File: config.mk
export PLATFORM = sky130hd
export DESIGN_NAME = cplx_acc_frame
export DESIGN_NICKNAME = d
export VERILOG_FILES = /design/src/rtl/cplx_pkg.sv /design/src/rtl/cplx_sat_add.sv /design/src/rtl/cplx_acc_frame.sv
export SDC_FILE = /design/constraint.sdc
export NUM_CORES = 1
export LEC_CHECK = 0
export BUFFER_PORTS_ARGS = -buffer_cell sky130_fd_sc_hd__buf_2
export CORE_ASPECT_RATIO = 1.5
export CORE_MARGIN = 5
export CORE_UTILIZATION = 45
export CTS_BUF_LIST = sky130_fd_sc_hd__clkbuf_8
export DETAILED_ROUTE_END_ITERATION = 8
export REMOVE_ABC_BUFFERS = 1
export SETUP_SLACK_MARGIN = 0.2
export SYNTH_ARGS = -nofsm -noshare
export SYNTH_HDL_FRONTEND = slang
export SYNTH_SLANG_ARGS = --single-unit
File: constraint.sdc
create_clock -name clk -period 3.9 [get_ports clk]
set_clock_uncertainty 0.1 [all_clocks]
set_input_delay 0.39 -clock clk [delete_from_list [all_inputs] [get_ports clk]]
set_output_delay 0.39 -clock clk [all_outputs]
set_load 0.05 [all_outputs]
File: src/rtl/cplx_pkg.sv
// Shared defaults and types for the complex frame accumulator.
package cplx_pkg;

    localparam int unsigned IN_W_DEF    = 32;
    localparam int unsigned GUARD_DEF   = 8;
    localparam int unsigned MAX_LEN_DEF = 256;

    function automatic int unsigned acc_w(input int unsigned in_w, input int unsigned guard);
        return in_w + guard;
    endfunction

    localparam int unsigned ACC_W_DEF = acc_w(IN_W_DEF, GUARD_DEF);

    typedef struct packed {
        logic signed [ACC_W_DEF-1:0] re;
        logic signed [ACC_W_DEF-1:0] im;
        logic                        ovf;
    } sat_sum_t;

endpackage

File: src/rtl/cplx_sat_add.sv
// Signed saturating adder: clamps to the W-bit two's complement range and flags the clamp.
module cplx_sat_add
    import cplx_pkg::*;
#(
    parameter int unsigned W = ACC_W_DEF
) (
    input  logic signed [W-1:0] a,
    input  logic signed [W-1:0] b,
    output logic signed [W-1:0] sum,
    output logic                ovf
);

    logic signed [W:0] full;

    always_comb begin
        full = {a[W-1], a} + {b[W-1], b};
        // The two top bits disagree only when the true sum left the W-bit range.
        ovf  = full[W] ^ full[W-1];
        if (!ovf)
            sum = full[W-1:0];
        else if (full[W])
            sum = {1'b1, {(W-1){1'b0}}};
        else
            sum = {1'b0, {(W-1){1'b1}}};
    end

endmodule

File: src/rtl/cplx_acc_frame.sv
// Frame accumulator for complex products: saturating per-component sums,
// one result per frame over valid/ready, with sample count and overflow flag.
module cplx_acc_frame
    import cplx_pkg::*;
#(
    parameter  int unsigned IN_W    = IN_W_DEF,
    parameter  int unsigned GUARD   = GUARD_DEF,
    parameter  int unsigned MAX_LEN = MAX_LEN_DEF,
    localparam int unsigned ACC_W   = acc_w(IN_W, GUARD),
    localparam int unsigned CNT_W   = $clog2(MAX_LEN + 1)
) (
    input  logic                    clk,
    input  logic                    rst_n,
    input  logic                    clear,
    input  logic                    in_valid,
    output logic                    in_ready,
    input  logic signed [IN_W-1:0]  in_re,
    input  logic signed [IN_W-1:0]  in_im,
    input  logic                    in_last,
    output logic                    out_valid,
    input  logic                    out_ready,
    output logic signed [ACC_W-1:0] out_re,
    output logic signed [ACC_W-1:0] out_im,
    output logic [CNT_W-1:0]        out_cnt,
    output logic                    out_ovf
);

    logic signed [ACC_W-1:0] acc_re;
    logic signed [ACC_W-1:0] acc_im;
    logic signed [ACC_W-1:0] ext_re;
    logic signed [ACC_W-1:0] ext_im;
    logic signed [ACC_W-1:0] sum_re;
    logic signed [ACC_W-1:0] sum_im;
    logic                    ovf_re;
    logic                    ovf_im;
    logic [CNT_W-1:0]        cnt;
    logic                    ovf;
    logic                    accept;
    logic                    closing;
    logic                    xfer;

    assign in_ready = ~out_valid | out_ready;
    assign accept   = in_valid & in_ready;
    assign xfer     = out_valid & out_ready;
    assign closing  = accept & (in_last | (cnt == CNT_W'(MAX_LEN - 1)));

    assign ext_re = {{GUARD{in_re[IN_W-1]}}, in_re};
    assign ext_im = {{GUARD{in_im[IN_W-1]}}, in_im};

    cplx_sat_add #(.W(ACC_W)) u_add_re (
        .a   (acc_re),
        .b   (ext_re),
        .sum (sum_re),
        .ovf (ovf_re)
    );

    cplx_sat_add #(.W(ACC_W)) u_add_im (
        .a   (acc_im),
        .b   (ext_im),
        .sum (sum_im),
        .ovf (ovf_im)
    );

    always_ff @(posedge clk or negedge rst_n) begin
        if (!rst_n) begin
            acc_re    <= '0;
            acc_im    <= '0;
            cnt       <= '0;
            ovf       <= 1'b0;
            out_re    <= '0;
            out_im    <= '0;
            out_cnt   <= '0;
            out_ovf   <= 1'b0;
            out_valid <= 1'b0;
        end else if (clear) begin
            acc_re    <= '0;
            acc_im    <= '0;
            cnt       <= '0;
            ovf       <= 1'b0;
            out_re    <= '0;
            out_im    <= '0;
            out_cnt   <= '0;
            out_ovf   <= 1'b0;
            out_valid <= 1'b0;
        end else if (closing) begin
            // A close overrides any same-cycle transfer: the new result replaces it.
            out_re    <= sum_re;
            out_im    <= sum_im;
            out_cnt   <= cnt + 1'b1;
            out_ovf   <= ovf | ovf_re | ovf_im;
            out_valid <= 1'b1;
            acc_re    <= '0;
            acc_im    <= '0;
            cnt       <= '0;
            ovf       <= 1'b0;
        end else begin
            if (accept) begin
                acc_re <= sum_re;
                acc_im <= sum_im;
                cnt    <= cnt + 1'b1;
                ovf    <= ovf | ovf_re | ovf_im;
            end
            if (xfer)
                out_valid <= 1'b0;
        end
    end

endmodule

==> key figures, run 1 <==
Global route
  – Gr usage total: 26.2%
  – First-pass GRT wire length: 62800 um
  – Initial antenna violation count: 0
  – Vias in the first global route: 11900
  – Gr ovfl total: 0
  – Largest net degree at the start of global routing: roughly 110

Drt
  – Pre-antenna DRT Iters: 5
  – Vias per cell: 5.90
  – Detailed Route WL: ~39000 um
  – Routed vias: 11400
  – Routed wire length per instance: 20.3 um
  – # DRC: 0
  – DRT iter0 DRCs: 722
  – Number of nets with antenna violations after routing: 0

Timing
  – Slew margin rel.: 38.0%
  – Max Slew Vio Count: 0
  – Fmax: 0.282 GHz
  – Crit path time final: 3550 ps
  – Final setup fails: 0
  – Worst-margin pin slew: 930 ps
  – RSZ-0062 raised after global routing: no
  – Hold Vio Cnt, Final: 0
  – Setup TNS: 0 ps
  – Final Cycle Share: 90.9%
  – Final setup margin: 354 ps

CTS
  – CTS buffer count: 17
  – Clock transition at path regs: 100 ps
  – CTS Root Cell: clkbuf_8
  – Clock sinks: 181
  – Clk Latency, worst-skew pair: between 500 and 600 ps
  – TritonCTS clock tree: built
  – H-tree levels: 4
  – Max Buffers Root-to-Sink: 2

Worst setup path
  – Required @ worst endpoint: between 4000 and 5000 ps
  – Max stage delay on crit path: 460 ps
  – Slowest-stage cell, CP: a2111oi_0
  – Crit end category: flop
  – Cell breakdown of the critical path: ha_1 -> a2111oi_0 -> o21ai_1 -> buf_4 -> a31oi_4 -> a31oi_1 -> a41oi_1 -> buf_4 -> o21ai_0 -> buf_4 -> a31oi_1 -> xor2_1 -> a22oi_1
  – Crit-path most repeated cell: buf_4
  – CP max FO: 5
  – CP Launch Type: flop
  – Reg2reg setup slack: 350 ps
  – CP arrival: 3830 ps
  – Critical setup path kind: reg2reg

Power and ir drop
  – Net Sw Power: 3.36 mW
  – Leak Pwr: 6.68 nW
  – Clock power frac: 18.2%
  – Largest vdd supply drop: 0.277 mV
  – Sw Share: about 45%
  – Logic gate share of total power: 51.0%
  – Int Pwr: 4.18 mW
  – Reg power frac: 30.9%
  – Power Dens Cells: 530 nW/um2

Floorplanning
  – Die area: between 30000 and 40000 um2
  – Core area: 27000 um2
  – FP Rows: 74
  – Ports: 162
  – Die Y: 212 um
  – Starting Density: 45.3%
  – Chip Width: 145 um

Logic synthesis
  – Cells after Synth: 1413
  – Synth Register Bits: about 180
  – Synthesized area: 12200 um2
  – Synth async-reset ratio: between 90% and 100%
  – Most common cell in the netlist: nand2_1
  – Sequential area share after synthesis: 37.0%
  – Synth cell types: 75
  – Most frequent cells after synthesis: nand2_1 (194), dfrtp_1 (181), nor2_1 (138)
  – Synth top area cells: dfrtp_1 (37%), ha_1 (8.4%), nand2_1 (6.0%)
  – Warnings, synthesis: 0
  – Mean area per synthesized cell: ~8.7 um2
  – Yosys top cell by area: dfrtp_1
  – Post-synth top flop: dfrtp_1
  – Post-synth EDFFs: 0
  – Synth top area share: 37.0%

Job
  – Max-Cap Viols: 0

Finish
  – Non-Filler Cell Area, Final: roughly 14000 um2
  – Fillers: 2591
  – Post-layout util: around 53%
  – Antenna Cells: 0
  – # nets final: between 1500 and 2000
  – Area of the multi-input gates: around 7400 um2
  – Reg area: 4530 um2
  – Layout cells sized above 1: 19.4%
  – Area grow syn2layout: 16.2%

Place
  – Placed instance area: 13700 um2
  – Pre-CTS WS: -49.6 ps
  – IO buf count: 161
  – Routability cong.: 0.923
  – DP HPWL: around 30000 um

Worst hold path
  – Type of the most critical hold path: in2reg

Run status
  – Outcome: finished clean
## area by class of cell
| cell class | count | share of cell area, % |
|---|---|---|
| Timing Repair Buffer | 224 | 9.85 |
| Tap cell | 342 | 3.01 |
| Multi-Input combinational cell | 1134 | 51.9 |
| Clock inverter | 11 | 0.863 |
| Inverter | 19 | 0.502 |
| Clock buffer | 21 | 2.03 |
| Sequential cell | 181 | 31.9 |
## power by group through the flow
stage	registers, mW	logic (mW)	clock network (mW)
3_5_place_dp	2.36	3.77	0
3_3_place_gp	2.36	3.76	0
4_1_cts	2.33	3.79	1.41
5_1_grt	2.36	4.21	1.48
2_1_floorplan	2.67	2.30	0
6_report	2.33	3.84	1.37
## registers in the layout, summed over array words and instances, names as in the netlist
| name | cells |
|---|---|
| out_re | 40 |
| out_im | 40 |
| acc_im | 40 |
| cnt | 9 |
| acc_re | 40 |
| out_valid | 1 |
| ovf | 1 |
| out_cnt | 9 |
| out_ovf | 1 |
## per-layer routing
layer | wire (um) | GRT usage (%) | up-vias
li1 | - | - | 5544
met4 | 1470 | 10.8 | 0
met3 | 1520 | 3.83 | 91
met5 | 0 | 0 | -
met1 | 14800 | 28.6 | 5468
met2 | 21600 | 49.5 | 295
## stage by stage
| stage | power, mW | hold slack [ps] | cells |
|---|---|---|---|
| global route | 8.05 | 191 | 1932 |
| global placement | 6.12 | 360 | 1897 |
| finish | 7.54 | 181 | 1932 |
| CTS | 7.53 | 148 | 1930 |
| floorplan | 4.97 | -5.59 | 1334 |
| detailed placement | 6.13 | 370 | 1897 |
## cells in the final DEF, fill, tap and decap left out, types with 4 or more instances in the layout
master / count
nor2_1: 135
a211oi_1: 53
nand2b_1: 16
a221o_1: 26
a211oi_2: 22
o21a_1: 15
a31oi_1: 16
nand4_1: 21
a41oi_1: 4
or2_2: 4
a211o_1: 4
nor3_1: 34
a2111oi_0: 5
nand3_1: 22
buf_4: 53
and2_1: 11
o21ai_1: 16
buf_12: 8
o211ai_1: 34
or3_1: 4
o21ai_0: 91
o21bai_1: 9
a21oi_1: 113
and4_1: 5
o31ai_1: 5
nor2b_1: 9
a22o_1: 4
buf_2: 159
ha_1: 82
xnor2_1: 49
xor2_1: 18
clkbuf_8: 22
nand2_1: 192
and3_1: 10
dfrtp_1: 181
a21o_1: 31
inv_1: 20
## critical path: cells and delay by family, from the launching register on
| kind | cells | cell delay (ps) |
|---|---|---|
| adder cells (fa/ha/maj) | 1 | 350 |
| AO/OA/AOI/OAI | 8 | 1760 |
| flip-flops | 1 | 400 |
| XOR/XNOR | 1 | 260 |
| buffers and inverters | 3 | 560 |
## path summary, 6_finish.rpt
check / startpoint / end / cells after the start
worst max-delay path: acc_re[6] / out_re[37] / 13
worst min-delay path: in_im[0] / acc_im[0] / 3
worst max register to register: acc_re[6] / out_re[37] / 13
worst min register to register: out_im[34] / out_im[34] / 2
max in group asynchronous: rst_n / cnt[4] / 3
min in group asynchronous: rst_n / out_re[30] / 2
## logic make-up after synthesis
group | synth area share, %
fa+ha+maj | 8.71
buf+inv | 3.49
xor+xnor | 4.79
simple gates | 18.2
flops | 37.0
mux | 0.327
compound gates | 27.5
## what timing repair did
action | CTS | global route
hold buffers | 1 | 0
hold endpoints to repair | 108 | 0
setup buffers | 0 | 2
resized for setup | 2 | 14
pin swaps | 0 | 2
endpoints found under the setup margin | 4 | 139
(Power assumes the default switching activity.)
==> inputs of run 2 (changes only) <==
- MAX_ROUTING_LAYER: default -> met4
==> key figures, run 2 (synthesized netlist as in run 1, its figures left out) <==
Run status
  – Outcome: finished clean

Timing
  – Worst-margin pin slew: 934 ps
  – Crit path time final: 3600 ps
  – Final setup margin: 305 ps
  – Slew margin rel.: 37.7%
  – RSZ-0062 raised after global routing: no
  – Final setup fails: 0
  – Hold Vio Cnt, Final: 0
  – Max Slew Vio Count: 0
  – Final Cycle Share: 92.2%
  – Fmax: 0.278 GHz

Global route
  – Gr usage total: 27.3%
  – Vias in the first global route: 12000
  – Met3 track demand over resource: 4.39%
  – GRT met1 Usage: between 20% and 30%
  – Gr ovfl total: 0
  – Busiest grt layer: met2
  – Largest net degree at the start of global routing: between 100 and 150
  – Met2 usage: between 40 and 50%
  – Initial antenna violation count: 0
  – First-pass GRT wire length: 63100 um

Worst hold path
  – HP Start: in_im[0]
  – Cell depth of the worst hold path: 3
  – Type of the most critical hold path: in2reg
  – WHS Endpoint: acc_im[0]

CTS
  – TritonCTS clock tree: built
  – CTS buffer count: 17
  – CTS Root Cell: clkbuf_8
  – Clock transition at path regs: 90 ps
  – Clk Latency, worst-skew pair: 520 ps
  – Clock sinks: 181
  – Max Buffers Root-to-Sink: 2
  – H-tree levels: 4

Place
  – Routability cong.: approximately 0.96
  – Pre-CTS WS: -82.6 ps
  – DP HPWL: 30400 um
  – IO buf count: 161

Finish
  – Commonest non-fill, non-tap cells in the layout: nand2_1 (192), dfrtp_1 (181), buf_2 (159)
  – # nets final: 1729
  – Fillers: 2630
  – Post-layout util: 52.3%
  – Antenna Cells: 0
  – Layout cells sized above 1: 19.2%
  – Area grow syn2layout: 15.5%
  – Leading cell type in the layout, fill and taps excluded: nand2_1

Floorplanning
  – Die area: 30700 um2
  – Starting Density: a little under half
  – Die Y: 212 um
  – FP Rows: 74
  – Chip Width: ~140 um
  – Core area: 27000 um2
  – Ports: 162

Power and ir drop
  – Largest vdd supply drop: about 0.25 mV
  – Leak Pwr: 6.65 nW
  – Power Dens Cells: 526 nW/um2

Worst setup path
  – Critical setup path kind: reg2reg
  – CP Launch Type: flop
  – Reg2reg setup slack: 300 ps
  – Capture point of the worst reg-to-reg path: out_re[8]
  – Required @ worst endpoint: 4240 ps
  – Reg2reg path depth: 12
  – Crit end category: flop
  – CP max FO: 17
  – Cell breakdown of the critical path: ha_1 -> a2111oi_0 -> o21ai_1 -> buf_4 -> a31o_2 -> nand3_1 -> a211o_1 -> nand2_1 -> a31oi_4 -> buf_12 -> or3b_1 -> a211oi_2
  – Max stage delay on crit path: 520 ps
  – Slowest-stage cell, CP: a2111oi_0
  – FF-to-FF Start: acc_re[6]
  – CP arrival: just under 4000 ps
  – Worst path buffer plus inverter count: 2
  – CP delay by family, top: compound AO/OA/AOI/OAI gates

Job
  – Max-Cap Viols: 0

Drt
  – Routed wire length per instance: slightly above 20 um
  – # DRC: 0
  – Pre-antenna DRT Iters: 5
  – DRT iter0 DRCs: 660
  – Routed vias: 11400
  – Detailed Route WL: 40000 um
  – Vias per cell: 5.93
  – Number of nets with antenna violations after routing: 0
-- run 2: cell count changes in the layout (fill, tap and decap cells not counted), sizes merged --
cell / delta
clkbuf: -3
buf: -2
inv: +2
bufinv: -1
clkinv: +1
clkinvlp: +1
-- run 2: through the flow --
stage               cells  hold WS, ps  power, mW  TNS [ps]  area, um2
finish               1930          149       7.43         0      14100
floorplan            1334        -5.59       4.97   -262660      11900
detailed placement   1896          365       6.14      -261      13700
global placement     1896          358       6.13      -479      13700
CTS                  1929          127       7.42         0      14100
global route         1930          154       7.93         0      14100
-- run 2: final cells by class --
cell class,instances,area [um2],area share (%)
Clock inverter,14,113,0.797
Timing Repair Buffer,222,1370,9.71
Multi-Input combinational cell,1134,7370,52.2
Inverter,19,71.3,0.505
Clock buffer,18,248,1.75
Tap cell,342,428,3.03
Sequential cell,181,4530,32.0
-- run 2: worst max path at each step --
stage	startpoint	to	slack, ps	depth (start not counted)
after detailed placement	in_re[6]	out_re[37]	-80	13
after floorplan	cnt[0]	acc_im[11]	-2820	11
after global placement	in_re[6]	out_re[37]	-160	13
after global routing	acc_im[3]	acc_im[29]	190	13
after CTS	acc_re[0]	out_re[33]	220	13
final	acc_re[6]	out_re[8]	300	12
-- run 2: what timing repair did --
action,4_1_cts,5_1_grt
pin swaps,0,3
buffers inserted,0,1
endpoints found under the setup margin,4,90
hold buffers,1,0
endpoints found under the hold margin,103,0
resized for setup,2,15
-- run 2: layer usage --
layer  vias up  wire, um
li1       5533         -
met4         0      1640
met1      5552     15300
met3        87      1440
met5         -         0
met2       266     21700
-- run 2: tightest hold or removal path, stage by stage --
cell,delay (ps)
buf_2,80
ha_1,140
a221o_1,130
-- run 2: power breakdown --
group	switching, mW	internal (mW)	total (mW)
Sequential	0.170	2.15	2.32
Clock	0.749	0.516	1.26
Combinational	2.46	1.38	3.84
==> inputs of run 3 (changes only) <==
- CAP_MARGIN: default -> 10
- clock period: 3.9 -> 3.8 ns (I/O delays scaled with it)
==> key figures, run 3 (synthesized netlist as in run 1, its figures left out) <==
Power and ir drop
  – Power Dens Cells: 551 nW/um2
  – Leak Pwr: between 6 and 7 nW
  – Largest vdd supply drop: ~0.29 mV

Finish
  – # nets final: 1757
  – Fillers: 2633
  – Leading cell type in the layout, fill and taps excluded: nand2_1
  – Antenna Cells: 0
  – Area grow syn2layout: 18.5%
  – Non-Filler Cell Area, Final: 14500 um2
  – Commonest non-fill, non-tap cells in the layout: nand2_1 (192), dfrtp_1 (181), buf_2 (159)
  – Layout cells sized above 1: 21.4%

Timing
  – Final Cycle Share: 91.2%
  – Max Slew Vio Count: 0
  – Final setup fails: 0
  – Worst-margin pin slew: around 950 ps
  – Fmax: about 0.29 GHz
  – Hold Vio Cnt, Final: 0
  – Setup TNS: 0 ps
  – Crit path time final: roughly 3500 ps
  – Slew margin rel.: 37.0%
  – RSZ-0062 raised after global routing: yes

Floorplanning
  – Die area: 30700 um2
  – FP Rows: between 70 and 80
  – Ports: 162
  – Die Y: 212 um
  – Starting Density: 45.3%
  – Chip Width: 145 um
  – Core area: between 20000 and 30000 um2

Place
  – DP HPWL: 30700 um
  – Routability cong.: 0.973
  – IO buf count: approximately 160
  – Placed instance area: 13800 um2

Drt
  – Detailed Route WL: ~40000 um
  – Number of nets with antenna violations after routing: 0
  – Pre-antenna DRT Iters: 5
  – Routed wire length per instance: 20.5 um
  – # DRC: 0
  – DRT iter0 DRCs: 697
  – Vias per cell: 5.91
  – Routed vias: 11600

Worst hold path
  – Type of the most critical hold path: in2reg

Worst setup path
  – CP max FO: 6
  – Required @ worst endpoint: 4120 ps
  – Crit end category: flop
  – Critical setup path kind: reg2reg
  – CP arrival: around 3800 ps
  – CP Launch Type: flop

CTS
  – CTS Root Cell: clkbuf_8
  – Clock transition at path regs: 100 ps
  – Clock sinks: about 180
  – CTS buffer count: 17
  – Clk Latency, worst-skew pair: 510 ps
  – Max Buffers Root-to-Sink: 2
  – TritonCTS clock tree: built
  – H-tree levels: 4

Run status
  – Outcome: finished clean

Job
  – Max-Cap Viols: 0

Global route
  – Initial antenna violation count: 0
  – Vias in the first global route: 11900
  – Gr usage total: 27.1%
  – First-pass GRT wire length: 63200 um
  – Gr ovfl total: 0
  – Largest net degree at the start of global routing: 67
==> run 3: cell types whose count changed in the layout (fill, tap and decap cells not counted), moves of 2 or more <==
cell and delta:
a211oi_2 +2, buf_4 +28, buf_8 +2, buf_12 -2, a211oi_1 -2, mux2i_2 -2
inv_6 +2, inv_1 -2, mux2i_4 +2, bufinv_16 +3, a2111oi_1 +3, clkinv_4 -2
a2111oi_0 -4
==> run 3: critical path: stages, from the launching register on <==
cell	delay, ps
dfrtp_1	420
ha_1	300
a211oi_1	380
o21ai_1	230
buf_4	190
a31o_2	230
nand3_1	140
a211o_1	230
nand2_1	170
a31oi_4	380
or3b_4	440
a211oi_2	170
==> run 3: area by class of cell <==
cell class                 count  area (um2)  share of cell area, %
tap                          342         428                   2.95
multi-input combinational   1134        7460                   51.5
inverter                      19        71.3                  0.492
clock buffer                  17         234                   1.61
sequential                   181        4530                   31.2
timing repair buffer         250        1570                   10.8
clock inverter                15         201                   1.39
==> run 3: final timing paths <==
kind	from	end	slack [ps]	cells past startpoint
worst max-delay path	acc_re[1]	out_re[8]	340	11
worst min-delay path	clear	out_re[36]	120	2
worst max register to register	acc_re[1]	out_re[8]	340	11
worst min register to register	out_re[34]	out_re[34]	390	2
max in group asynchronous	rst_n	acc_im[7]	2400	3
min in group asynchronous	rst_n	out_im[34]	330	2
==> run 3: routing by layer <==
metal / part of all wire [%] / up-vias / GRT usage (%)
li1: - / 5591 / -
met1: 37 / 5612 / 28.2
met2: 55 / 284 / 50.5
met3: 3.8 / 84 / 3.83
met4: 4.0 / 0 / 11.0
met5: 0 / - / -
==> run 3: repair_timing <==
| action | CTS | global route |
|---|---|---|
| hold buffers | 1 | 0 |
| pin swaps | 0 | 5 |
| buffers inserted | 0 | 5 |
| resized for setup | 5 | 37 |
| hold endpoints to repair | 62 | 0 |
| endpoints found under the setup margin | 18 | 140 |
==> run 3: where the power goes <==
part | switching, mW | total [mW] | internal, mW
sequential | 0.175 | 2.38 | 2.21
clock | 0.789 | 1.51 | 0.724
combinational | 2.57 | 4.09 | 1.52
total | 3.54 | 7.99 | 4.45
==> run 3: metrics by stage <==
stage / util (%) / hold WS, ps / total power [mW] / worst slack, ps / cells
after global routing: 53.6 / 98.4 / 8.50 / 173 / 1958
after floorplan: - / -15.6 / 5.10 / -2920 / 1334
after detailed placement: 51.2 / 330 / 6.37 / -59.9 / 1920
after CTS: 52.9 / 76.7 / 7.92 / 196 / 1953
after global placement: 51.2 / 324 / 6.35 / -123 / 1920
final: 53.6 / 118 / 7.99 / 336 / 1958
